===== src/rtl/alu_sequencer.sv =====
// alu_sequencer: multi-cycle controller that feeds an external ALU from a
// 4-entry register file and writes the ALU result and flags back.
//
// state | meaning
// ------+-----------------------------------------------------------
// IDLE  | ready for an instruction; register preload allowed
// READ  | register file read into the ALU operand/opcode registers
// EXEC  | ALU result captured; PSW updated for legal non-NOP ops
// WB    | result written to R[dst]; done (and err if illegal) high
module alu_sequencer #(
  parameter int DATAWIDTH = 4
) (
  input  logic                 clk,
  input  logic                 rst_n,
  input  logic                 instr_valid,
  output logic                 instr_ready,
  input  logic [7:0]           instr,
  input  logic                 reg_we,
  input  logic [1:0]           reg_waddr,
  input  logic [DATAWIDTH-1:0] reg_wdata,
  input  logic [1:0]           rd_addr,
  output logic [DATAWIDTH-1:0] rd_data,
  output logic [DATAWIDTH-1:0] alu_dst,
  output logic [DATAWIDTH-1:0] alu_src,
  output logic [3:0]           alu_op,
  output logic                 alu_cf,
  input  logic [DATAWIDTH-1:0] alu_f,
  input  logic [3:0]           alu_flag,
  output logic [3:0]           psw,
  output logic                 done,
  output logic                 err
);

  typedef enum logic [1:0] {
    IDLE = 2'd0,
    READ = 2'd1,
    EXEC = 2'd2,
    WB   = 2'd3
  } state_t;

  state_t               state;
  state_t               state_nxt;
  logic [3:0]           op_q;
  logic [1:0]           dst_idx;
  logic [1:0]           src_idx;
  logic [DATAWIDTH-1:0] regs [4];
  logic [DATAWIDTH-1:0] result;
  logic                 accept;
  logic                 legal;
  logic                 writes;

  assign accept  = instr_valid & instr_ready;
  // Opcodes 11..15 are illegal; NOP and illegal ops leave R and PSW alone.
  assign legal   = (op_q <= 4'd10);
  assign writes  = legal && (op_q != 4'd0);
  assign rd_data = regs[rd_addr];
  assign alu_cf  = psw[0];

  // State register.
  always_ff @(posedge clk or negedge rst_n) begin
    if (!rst_n) state <= IDLE;
    else        state <= state_nxt;
  end

  // Next-state logic and state-decoded handshake/status outputs.
  always_comb begin
    state_nxt   = state;
    instr_ready = 1'b0;
    done        = 1'b0;
    err         = 1'b0;
    case (state)
      IDLE: begin
        instr_ready = 1'b1;
        if (instr_valid) state_nxt = READ;
      end
      READ: state_nxt = EXEC;
      EXEC: state_nxt = WB;
      WB: begin
        done      = 1'b1;
        err       = ~legal;
        state_nxt = IDLE;
      end
      default: state_nxt = IDLE;
    endcase
  end

  // Latch the instruction fields on accept.
  always_ff @(posedge clk or negedge rst_n) begin
    if (!rst_n) begin
      op_q    <= 4'd0;
      dst_idx <= 2'd0;
      src_idx <= 2'd0;
    end else if (accept) begin
      op_q    <= instr[7:4];
      dst_idx <= instr[3:2];
      src_idx <= instr[1:0];
    end
  end

  // Drive the ALU operands and opcode from the register file during READ.
  always_ff @(posedge clk or negedge rst_n) begin
    if (!rst_n) begin
      alu_dst <= '0;
      alu_src <= '0;
      alu_op  <= 4'd0;
    end else if (state == READ) begin
      alu_dst <= regs[dst_idx];
      alu_src <= regs[src_idx];
      alu_op  <= legal ? op_q : 4'd0;
    end
  end

  // Capture the ALU result and flags at the end of EXEC.
  always_ff @(posedge clk or negedge rst_n) begin
    if (!rst_n) begin
      result <= '0;
      psw    <= 4'd0;
    end else if (state == EXEC) begin
      result <= alu_f;
      if (writes) psw <= alu_flag;
    end
  end

  // Register file: preload only in IDLE, writeback only in WB, so they never collide.
  always_ff @(posedge clk or negedge rst_n) begin
    if (!rst_n) begin
      for (int i = 0; i < 4; i++) regs[i] <= '0;
    end else if ((state == IDLE) && reg_we) begin
      regs[reg_waddr] <= reg_wdata;
    end else if ((state == WB) && writes) begin
      regs[dst_idx] <= result;
    end
  end

endmodule

===== config.mk =====
export PLATFORM = sky130hd
export DESIGN_NAME = alu_sequencer
export DESIGN_NICKNAME = d
export VERILOG_FILES = /design/src/rtl/alu_sequencer.sv
export SDC_FILE = /design/constraint.sdc
export NUM_CORES = 1
export LEC_CHECK = 0
export CELL_PAD_IN_SITES_DETAIL_PLACEMENT = 1
export CELL_PAD_IN_SITES_GLOBAL_PLACEMENT = 1
export CORE_MARGIN = 3
export CORE_UTILIZATION = 29
export DETAILED_ROUTE_END_ITERATION = 12
export PLACE_DENSITY_LB_ADDON = 0.2
export SETUP_SLACK_MARGIN = 0.1
export SYNTH_ARGS = -nofsm -noshare
export SYNTH_HDL_FRONTEND = slang
export SYNTH_SLANG_ARGS = --single-unit

===== constraint.sdc =====
create_clock -name clk -period 3 [get_ports clk]
set_clock_uncertainty 0.15 [all_clocks]
set_input_delay 0.45 -clock clk [delete_from_list [all_inputs] [get_ports clk]]
set_output_delay 0.45 -clock clk [all_outputs]
set_load 0.05 [all_outputs]

==> results of run 1 <==
==> layout make-up <==
class	instances	area [µm²]	share of cell area [%]
Clock buffer	6	72.57	2.325
Clock inverter	2	37.54	1.202
Inverter	6	22.52	0.7214
Multi-Input combinational cell	113	1192	38.20
Sequential cell	46	1151	36.87
Tap cell	102	127.6	4.088
Timing Repair Buffer	54	518.0	16.59
==> kinds of logic (layout without fill, tap and decap cells) <==
family	count (synthesis)	in the layout
buffers and inverters	12	68
AOI/OAI and AO/OA	46	46
adders and majority gates	5	5
and+or+nand+nor	25	25
muxes	37	37
DFF	46	46
==> metal layers <==
metal | global-route usage [%] | vias up
met5 | 0 | -
met2 | 18.95 | 47
met1 | 18.83 | 856
met4 | 2.808 | 0
met3 | 2.956 | 5
li1 | - | 773
==> power by group through the flow <==
stage	registers, W	logic, W	clock network [W]
final	0.00127	0.00196	0.000465
after global routing	0.00132	0.00209	0.000510
after CTS	0.00127	0.00198	0.000483
after detailed placement	0.00129	0.00198	0
after global placement	0.00127	0.00195	0
after floorplan	0.00148	0.00118	0
==> final timing paths <==
check | endpoint | slack, ns | startpoint | cells after the start
worst max register to register | regs[7] | 0.77 | state[1] | 6
min in group clk | alu_src[3] | 0.36 | alu_src[3] | 1
worst max-delay path | err | 0.28 | op_q[2] | 3
max in group asynchronous | state[0] | 2.19 | rst_n | 2
worst min-delay path | alu_src[0] | 0.09 | rst_n | 2
worst min register to register | alu_src[3] | 0.36 | alu_src[3] | 1
==> synthesized netlist by cell type (4+ instances only) <==
| library cell | count |
|---|---|
| mux2_2 | 25 |
| a21o_1 | 13 |
| inv_1 | 6 |
| and3_1 | 6 |
| o21ai_0 | 5 |
| a221o_1 | 4 |
| nand2_1 | 4 |
| dfrtp_1 | 46 |
| mux4_2 | 12 |
| ha_1 | 5 |
| a22o_1 | 12 |
==> placed cells by master, fill, tap and decap left out, types with 2 or more instances in the layout <==
cell type        count
dfrtp_1             46
nand3_1              2
nand2_1              4
a21oi_1              3
a22o_1              12
a2111oi_4            3
inv_1                6
o21ai_0              5
clkdlybuf4s50_1     46
mux4_2              12
a221o_1              4
and3_1               6
clkbuf_8             5
nor2b_1              2
nor3_1               2
nor2_1               3
mux2_2              25
a21o_1              13
buf_4                7
ha_1                 5
==> metrics by stage <==
stage | cell area [µm²] | cells | hold slack (ns)
after floorplan | 2397 | 171 | 0.004409
after global placement | 3012 | 321 | 0.3410
after detailed placement | 3012 | 321 | 0.3504
after CTS | 3122 | 329 | 0.1213
after global routing | 3122 | 329 | 0.1322
final | 3122 | 329 | 0.09280
==> state kept, by name (all words and copies together), names as in the netlist <==
name / flops
result: 4
src_idx: 2
psw: 4
op_q: 4
state: 2
alu_dst: 4
alu_src: 4
regs: 16
alu_op: 4
dst_idx: 2
==> metrics.md, run 1 <==
| Metric | Value |
|---|---|
| Status | `complete, no violations` |
| Worst-Skew Late Latency | `between 0.2 and 0.3 ns` |
| Layout Utilization | `39.58%` |
| # clock sinks | `46` |
| Syn Area/Cell | `14.02 µm²` |
| Die height | `96.92 µm` |
| Max-Cap Viols | `0` |
| Detailed Route WL | `~6 mm` |
| Critical-path top delay cell | `clkdlybuf4s50_1` |
| Ys async rst share | `100.0%` |
| 1st-iter DRT viols | `42` |
| Unrepaired setup endpoints after global routing | `no` |
| Setup ws final | `0.2826 ns` |
| Via density | `5.109` |
| CP Buf/Inv Count | `1` |
| Top-area cell type share of the netlist area | `48.02%` |
| Synth area leaders | `dfrtp_1 (48%), mux2_2 (12%), mux4_2 (11%)` |
| Minimum clock period | `~2.7 ns` |
| Worst-path clk slew | `0.09 ns` |
| Post-synthesis xor/xnor area fraction | `0%` |
| Post-CTS sizing | `0` |
| Die Width | `96.92 µm` |
| WP data required | `2.40 ns` |
| Main combinational cell family by area after synthesis | `multiplexers` |
| Min-Delay Path Class | `input port to async pin` |
| Crit start category | `flip-flop` |
| Uppermost layer routed | `met4` |
| # DRC | `0` |
| Antenna violations before repair | `0` |
| TritonCTS clock tree | `done` |
| Rel. slew slack | `55.34%` |
| Sequential Power Share | `between 30% and 40%` |
| Syn_nets | `204` |
| TritonRoute pass-1 iters | `4` |
| Mux cell area share after synthesis | `23.02%` |
| Slowest Stage Delay on Critical Path | `0.80 ns` |
| WL/cell | `18.20 µm` |
| Clk root buf | `clkbuf_8` |
| Largest net degree at the start of global routing | `47` |
| Simple-gate share of the synthesized area | `5.846%` |
| Compound-Gate Fraction of Synth Area | `18.27%` |
| Post-DRT Antenna Nets | `0` |
| Hold_buf cts | `0` |
| P&R area growth vs syn | `30.22%` |
| Finish-stage setup viols | `0` |
| Dominant synthesized flop cell | `dfrtp_1` |
| Clock Tree Buf Depth | `2` |
| Critical path arrival | `2.12 ns` |
| Met2 routed WL | `2.646 mm` |
| Max IR drop VDD | `about 0.00061 V` |
| Final setup TNS | `0 ns` |
| Critical Path Sink Type | `output pin` |
| Global Route Usage Sum | `around an eighth` |
| Yosys warns | `0` |
| CTS H-tree lvls | `2` |
| Die area | `0.009393 mm²` |
| First-pass GRT wire length | `9.687 mm` |
| CTS Buf Count | `5` |
| Final period util | `roughly 91%` |
| Sw frac | `between 40 and 50%` |
| Sequence of cells on the critical path | `a21o_2, and3_1, clkdlybuf4s50_1` |
| # fillers | `between 800 and 900` |
| Mapped cell area | `between 0.002 and 0.0025 mm²` |
| Placeable Area | `0.007888 mm²` |
| Adder-cell share of the synthesized area | `under 10%` |
| Leading area contributor after synthesis | `dfrtp_1` |
| Setup Buffers After CTS | `0` |
| Io pins | `52` |
| Power per cell area | `1182 mW/mm²` |
| Crit Path Max Fanout | `8` |
| Internal power | `0.002058 W` |
| Std-Cell Rows | `32` |
| Routed wl met3 | `297 µm` |
| Dpl ws | `0.5578 ns` |
| Share of the yosys chip area belonging to registers | `approximately half` |
| Comb pwr share | `53.0%` |
| Layout cells sized above 1 | `26.43%` |
| Actual slew at the worst max-slew pin | `0.6699 ns` |
| Post-synth EDFFs | `0` |
| Placer Congestion | `roughly 0.73` |
| Ant. Diodes | `0` |
| I/O Buffers | `51` |
| Initial Utilization | `between 30 and 40%` |
| Post-synthesis register bit count | `46` |
| Via Count | `1,681` |
| Static Leak | `around 1.3 nW` |
| DRT met1 WL | `3.005 mm` |
| Delay-heaviest family, CP | `buffers and inverters` |
| Max-slew violations | `0` |
| Final Hold Vio Count | `0` |
| Kind of critical path | `flip-flop to output pin` |
| Final #Nets | `259` |
| Tot Pwr | `0.003691 W` |
| Remaining global-route overflow | `0` |
| Count of cell types in the netlist | `32` |
| Clock network fraction of total power | `12.6%` |
| Switch Pwr | `approximately 0.0016 W` |
| Synth Instances | `171` |
| Fmax | `368.0 MHz` |
| DP Wirelength | `4.551 mm` |
| Number of global-route vias before repair | `1,763` |
No activity file was read; power rests on OpenSTA's default activity.
==> inputs of run 2 (changes only) <==
--- a/config.mk
+++ b/config.mk
@@ -9,6 +9,7 @@
 export CELL_PAD_IN_SITES_GLOBAL_PLACEMENT = 1
 export CORE_MARGIN = 3
 export CORE_UTILIZATION = 29
+export CTS_CLUSTER_DIAMETER = 50
 export DETAILED_ROUTE_END_ITERATION = 12
 export PLACE_DENSITY_LB_ADDON = 0.2
 export SETUP_SLACK_MARGIN = 0.1
==> results of run 2 <==
No change in the layout: final DEF, timing and power equal those of run 1.
